### config.mk
export PLATFORM = sky130hd
export DESIGN_NAME = systolic_result_drain
export DESIGN_NICKNAME = d
export VERILOG_FILES = /design/src/rtl/systolic_result_drain.sv
export SDC_FILE = /design/constraint.sdc
export NUM_CORES = 1
export LEC_CHECK = 0
export ABC_AREA = 0
export BUFFER_PORTS_ARGS = -buffer_cell sky130_fd_sc_hd__buf_2
export CORE_UTILIZATION = 54
export CTS_CLUSTER_DIAMETER = 120
export CTS_CLUSTER_SIZE = 28
export DETAILED_ROUTE_END_ITERATION = 16
export PLACE_DENSITY = 0.8
export SLEW_MARGIN = 20
export SYNTH_ARGS = -nofsm -noshare
export SYNTH_HDL_FRONTEND = slang
export SYNTH_SLANG_ARGS = --single-unit
export TNS_END_PERCENT = 100
### constraint.sdc
create_clock -name clk -period 2.1 [get_ports clk]
set_clock_uncertainty 0.15 [all_clocks]
set_input_delay 0.21 -clock clk [delete_from_list [all_inputs] [get_ports clk]]
set_output_delay 0.21 -clock clk [all_outputs]
set_load 0.01 [all_outputs]
### src/rtl/systolic_result_drain.sv
// Read-side controller for the systolic PE array: runs one accumulation pass, subtracts the
// pre-run baseline and drains the results as a valid/ready stream. Option: SYSTOLIC_DRAIN_RELU_EN.
module systolic_result_drain #(
  parameter int DATAW = 16,
  parameter int ARRAY = 2,
  parameter int KW    = 8,
  localparam int NRES = ARRAY * ARRAY,
  localparam int IDXW = (NRES > 1) ? $clog2(NRES) : 1
) (
  input  logic                  clk,
  input  logic                  rst,
  input  logic                  i_start,
  input  logic [KW-1:0]         i_k_len,
  input  logic [NRES*DATAW-1:0] i_result_in,
  output logic                  o_systolic_en,
  output logic [DATAW-1:0]      o_res_data,
  output logic                  o_res_valid,
  input  logic                  i_res_ready,
  output logic                  o_res_last,
  output logic [IDXW-1:0]       o_res_idx,
  output logic                  o_busy,
  output logic                  o_done
);

  localparam logic [2:0] IDLE    = 3'd0;
  localparam logic [2:0] BASE    = 3'd1;
  localparam logic [2:0] RUN     = 3'd2;
  localparam logic [2:0] CAPTURE = 3'd3;
  localparam logic [2:0] DRAIN   = 3'd4;

  localparam logic [IDXW-1:0] LAST_IDX = IDXW'(NRES - 1);

  logic [2:0]       r_state;
  logic [DATAW-1:0] r_base  [NRES];
  logic [DATAW-1:0] r_final [NRES];
  logic [KW:0]      r_runCnt;
  logic [IDXW-1:0]  r_idx;
  logic             r_valid;
  logic             r_done;
  logic             r_sysEn;

  logic [DATAW-1:0] w_word [NRES];
  logic [KW:0]      w_runLoad;
  logic [DATAW-1:0] w_beat;
  logic             w_accept;

  // r00 sits at the MSBs of the bus, so element i is counted down from the top
  always_comb begin
    for (int i = 0; i < NRES; i++) begin
      w_word[i] = i_result_in[(NRES-1-i)*DATAW +: DATAW];
    end
  end

  // Counter runs RUN_LEN-1 down to 0; KW+1 bits so the largest k_len cannot overflow
  assign w_runLoad = {1'b0, i_k_len} + (KW+1)'(2*ARRAY - 2);
  assign w_accept  = r_valid && i_res_ready;

  always_ff @(posedge clk or negedge rst) begin
    if (!rst) begin
      r_state  <= IDLE;
      r_runCnt <= '0;
      r_idx    <= '0;
      r_valid  <= 1'b0;
      r_done   <= 1'b0;
      r_sysEn  <= 1'b0;
      for (int i = 0; i < NRES; i++) begin
        r_base[i]  <= '0;
        r_final[i] <= '0;
      end
    end else begin
      case (r_state)
        IDLE: begin
          if (i_start && (i_k_len != '0)) r_state <= BASE;
        end
        BASE: begin
          for (int i = 0; i < NRES; i++) r_base[i] <= w_word[i];
          r_runCnt <= w_runLoad;
          r_sysEn  <= 1'b1;
          r_state  <= RUN;
        end
        RUN: begin
          if (r_runCnt == '0) begin
            r_sysEn <= 1'b0;
            r_state <= CAPTURE;
          end else begin
            r_runCnt <= r_runCnt - 1'b1;
          end
        end
        CAPTURE: begin
          for (int i = 0; i < NRES; i++) r_final[i] <= w_word[i] - r_base[i];
          r_idx   <= '0;
          r_valid <= 1'b1;
          r_state <= DRAIN;
        end
        DRAIN: begin
          // The done cycle stays in DRAIN so a start coinciding with done is ignored
          if (r_done) begin
            r_done  <= 1'b0;
            r_state <= IDLE;
          end else if (w_accept) begin
            if (r_idx == LAST_IDX) begin
              r_valid <= 1'b0;
              r_idx   <= '0;
              r_done  <= 1'b1;
            end else begin
              r_idx <= r_idx + 1'b1;
            end
          end
        end
        default: r_state <= IDLE;
      endcase
    end
  end

`ifdef SYSTOLIC_DRAIN_RELU_EN
  // Clamp only on the way out; r_final keeps the raw difference
  assign w_beat = r_final[r_idx][DATAW-1] ? '0 : r_final[r_idx];
`else
  assign w_beat = r_final[r_idx];
`endif

  assign o_systolic_en = r_sysEn;
  assign o_res_data    = r_valid ? w_beat : '0;
  assign o_res_valid   = r_valid;
  assign o_res_last    = r_valid && (r_idx == LAST_IDX);
  assign o_res_idx     = r_idx;
  assign o_busy        = (r_state != IDLE);
  assign o_done        = r_done;

endmodule

## Yosys cells after proc, flatten, opt, wreduce, memory -nomap -nowiden

Index checks and enable logic that the tools add are counted.

- Register bits: 145
- Latch bits: 0
- Memory bits (writable): 0
- Memory bits (read-only): 0
- Memories: 0

- $add $sub $neg: 7
- Multipliers: 0
- Div/mod/pow operators: 0
- Magnitude comparators: 1
- Eq/ne operators: 12
- Shift-type cells: 0
- Mux-type cells: 23
- Bitwise gates (word level): 1
- Reduce and logical (&&, ||, !) cells: 14

Operator list:

| cell | number |
|---|---|
| $sub 16x16->16 | 4 |
| $mux 16 | 3 |
| $bmux 16 s2 | 1 |
| $pmux 9 s2 | 1 |
| $pmux 3 s5 | 1 |
| $ne 2x2->1 const B | 7 |
| $add 8x2->9 const B | 1 |
| $logic_not 9->1 | 1 |
| $mux 3 | 3 |
| $mux 9 | 1 |
| $sub 9x1->9 const B | 1 |
| $reduce_bool 8->1 | 1 |
| $mux 1 | 7 |
| $eq 3x2->1 const B | 2 |
| $mux 2 | 3 |
| $reduce_and 3->1 | 2 |
| $pmux 1 s2 | 2 |
| $pmux 2 s2 | 1 |
| $reduce_and 2->1 | 2 |
| $reduce_and 4->1 | 1 |
| $reduce_bool 2->1 | 2 |
| $eq 3x1->1 const B | 1 |
| $eq 3x3->1 const B | 1 |
| $ge 3x3->1 const B | 1 |
| other kinds (6) | 8 |

## Logic depth before layout (Yosys ltp)

- Word-level depth: 5
- Mapped depth: 9
- Depth with buffers taken out: 9

## Worst setup path before layout

Ideal clock, no wire load.

- Path type: reg2reg
- Start point: register r_base[16] (netlist name)
- End point: register r_final[28] (netlist name)
- Library setup time: 0.090 ns
- Data arrival time: 2.122 ns
- Data required time: 1.860 ns
- Setup slack: -0.262 ns
- Stages on the path, launching flop included: 9
- Path buffers: 0
- Clock period less this slack: 2.362 ns
- Cell sequence: dfrtp_1 > ha_1 > fa_1 > and2b_1 > o31ai_1 > a21oi_1 > a211oi_1 > or4b_1 > o2111ai_1

- Cells in the longest elaborated chain, start to end: 1

RTL lines:

| element | line | source |
|---|---|---|
| start, declared | 34 | `logic [DATAW-1:0] r_base [NRES];` |
| start signal, assigned by index | 67 | `r_base[i] <= '0;` |
| $sub 16x16->16 | 90 | `for (int i = 0; i < NRES; i++) r_final[i] <= w_word[i] - r_base[i];` |
| end signal, assigned by index | 68 | `r_final[i] <= '0;` |
| end, declared | 35 | `logic [DATAW-1:0] r_final [NRES];` |

Every way passes these cells.
A chain may end at the register's enable or synchronous reset.

## Final worst setup path

- Start point: register r_base[0] (netlist name)
- End point: register r_final[12] (netlist name)

Same word-level chain as after synthesis.

==> key figures <==
Outcome
  – Outcome: finished with violations
  – Failing checks: setup timing

Layout
  – Most frequent cells in the layout: nand2_1 (166), dfrtp_1 (144), o21ai_0 (127)
  – # fillers: 940
  – Area grow syn2layout: 43.7%
  – Most common cell after layout, fill and taps aside: nand2_1
  – ANT cells: 0
  – Fin nets: 1432
  – Post-route cell area: 13200 um2
  – Fraction of layout cells with a size suffix above 1: 0.322

Logic synthesis
  – Netlist cell types: 74
  – Multiplexer share of the synthesized area: 0.0414
  – Synth Area in Simple Gates: 0.169
  – Post-synth top area share: 0.395
  – Mapped Nets: 1173
  – YS warnings: 0
  – Sequential share of the synthesized area: 0.395
  – Post-synth EDFFs: 0
  – #FFs+latches synth: 145
  – Predominant post-synthesis flop cell: dfrtp_1
  – Mapped Avg Cell Area: 8.92 um2
  – Synth Area in XOR/XNOR: 0.0439
  – Synth area leaders: dfrtp_1 (40%), ha_1 (8.6%), o21ai_0 (8.4%)
  – Post-synthesis compound-gate area fraction: 0.207
  – Post-Synthesis Cell Area: 9190 um2
  – Largest area contributor in the netlist: dfrtp_1
  – Post-synth ARST share: 1.00
  – Main combinational cell family by area after synthesis: compound AO/OA/AOI/OAI gates
  – Post-Synth Adder-Cell Area: 0.0945
  – Synth Instances: 1030

GRT
  – Grt ovf: 0
  – GRT Overall Usage: 0.308
  – Vias in the first global route: 8556
  – Largest net degree at the start of global routing: 73
  – First-pass GRT wire length: 42500 um
  – Initial antenna violation count: 1

Detailed routing
  – Number of iterations in the first detailed-routing pass: 6
  – Routed via count: 9429
  – Final ANT Viol Nets: 0
  – WL per Instance: 20.6 um
  – Initial DRC count: 1061
  – Vias per inst: 6.20
  – Final wirelength: 31300 um
  – Routed length on met2: 15100 um
  – Residual DRC: 0
  – Wire length on met1: 12200 um
  – Met3 WL: 2380 um
  – Max layer used: met5

Clocking
  – Clock buffer depth: 2
  – Sink Count: 145
  – CTS tree: built
  – Clock transition at path regs: 0.06 ns
  – Clk_lat worst skew: 0.43 ns
  – H-tree levels: 4
  – Root buffer cell: clkbuf_16
  – Total CTS buffers: 17

STA
  – Period utilisation layout: 1.14
  – Fin. Hold Viols: 0
  – Slew at the pin closest to its max-slew limit: 0.860 ns
  – Setup_tns: -5.88 ns
  – RSZ-0062 raised after global routing: true
  – Fin. max-slew vios: 0
  – Post-route minimum period: 2.39 ns
  – Slew margin rel.: 0.427
  – Final worst slack: -0.293 ns
  – Fmax: 418 MHz
  – Setup Viol. Count Final: 46

Placed design
  – Place WS: -0.250 ns
  – Dpl hpwl: 17600 um
  – Post-DP Area: 10500 um2
  – RD Place Congestion: 0.910
  – Port Buffer Count: 98

Worst setup path
  – Critical Path End Type: flip-flop
  – Crit-path max FO: 4
  – CP Class: flip-flop to flip-flop
  – CP required: 2.31 ns
  – Crit path arrival time: 2.61 ns
  – Startpoint Class: flip-flop

Pwr
  – Overall Power: 22.7 mW
  – Pwr Density: 1720 nW/um2
  – LEAKAGE: 5.93 nW
  – Max rail drop VDD: 0.913 mV

Die
  – Placement row count: 47
  – Width of the die: 132 um
  – Starting Density: 0.554
  – Full die area: 17500 um2
  – Core area: 16600 um2
  – Die Height: 132 um
  – I/O Pins: 99

Run
  – MaxCap Viol Count: 0

Min path
  – Hold Crit Class: input pin to flip-flop
## flip-flops by register name, summed over array words and instances (netlist names)
| signal | count |
|---|---|
| o_done | 1 |
| o_res_idx | 2 |
| o_res_valid | 1 |
| o_systolic_en | 1 |
| r_base | 64 |
| r_final | 64 |
| r_runCnt | 9 |
| r_state | 3 |
## layout make-up
class / count / area, um2 / share of cell area
Multi-Input combinational cell: 768 / 6120 / 0.464
Tap cell: 220 / 275 / 0.0209
Timing Repair Buffer: 281 / 2250 / 0.171
Inverter: 76 / 285 / 0.0216
Clock buffer: 21 / 480 / 0.0364
Sequential cell: 145 / 3630 / 0.275
Clock inverter: 10 / 156 / 0.0119
## critical path: stages, from the launching register on
cell	delay, ns
dfrtp_1	0.42
ha_4	0.19
fa_2	0.36
nor2b_2	0.13
o31a_1	0.18
o31a_2	0.21
a221oi_2	0.07
or4b_1	0.52
nand4_1	0.08
## report_power, final
| part | total (mW) | switching (mW) | internal [mW] |
|---|---|---|---|
| registers | 5.18 | 1.00 | 4.17 |
| clock network | 3.36 | 1.25 | 2.10 |
| logic | 14.2 | 7.49 | 6.67 |
| total | 22.7 | 9.75 | 12.9 |
## per-layer routing
metal,vias up,GRT usage
met3,143,0.0571
met5,-,0
met1,4594,0.400
met4,2,0.116
li1,4161,-
met2,529,0.514
## cell usage after synthesis, drive strengths merged, types with 4 or more instances
master,instances
o21ai,157
o22ai,5
dfrtp,145
a31oi,6
o21bai,8
a21oi,54
o31a,6
mux4,16
clkbuf,27
xor2,21
or3,5
nor2b,9
o21a,8
o211ai,8
buf,14
nor3,12
nand2,173
and2,24
and3,13
a21o,11
o2111ai,5
a211oi,9
fa,4
or4,4
a21boi,4
inv,76
o31ai,6
nand2b,12
nor2,31
nand4,6
nand3,18
ha,63
xnor2,25
## through the flow
step                utilization  hold WS (ns)  cells
floorplan                     -        -0.236   1030
finish                    0.796        0.0538   1521
detailed placement        0.633      -0.00305   1392
global placement          0.633      -0.00588   1392
global route              0.796        0.0782   1521
CTS                       0.738        0.0439   1501
## cells by family after synthesis
logic type      after synthesis
simple gates                324
compound gates              313
flops                       145
buf+inv                     117
fa+ha+maj                    67
xor+xnor                     46
mux                          18
## final timing paths
check	slack, ns	endpoint	start	depth (start not counted)
worst min-delay path	0.05	r_runCnt[4]	i_k_len[4]	4
worst max register to register	-0.29	r_final[12]	r_base[0]	8
worst max-delay path	-0.29	r_final[12]	r_base[0]	8
max in group asynchronous	0.93	r_base[53]	rst	3
worst min register to register	0.36	r_base[31]	r_base[31]	2
min in group asynchronous	0.13	r_base[2]	rst	2
## what timing repair did
| action | in CTS | in global routing |
|---|---|---|
| hold buffers | 69 | 0 |
| resized for setup | 83 | 156 |
| cloned | 0 | 1 |
| setup buffers | 9 | 24 |
| pin swaps | 22 | 72 |
| endpoints found under the setup margin | 49 | 64 |
| endpoints found under the hold margin | 188 | 0 |
(Power assumes the default switching activity.)
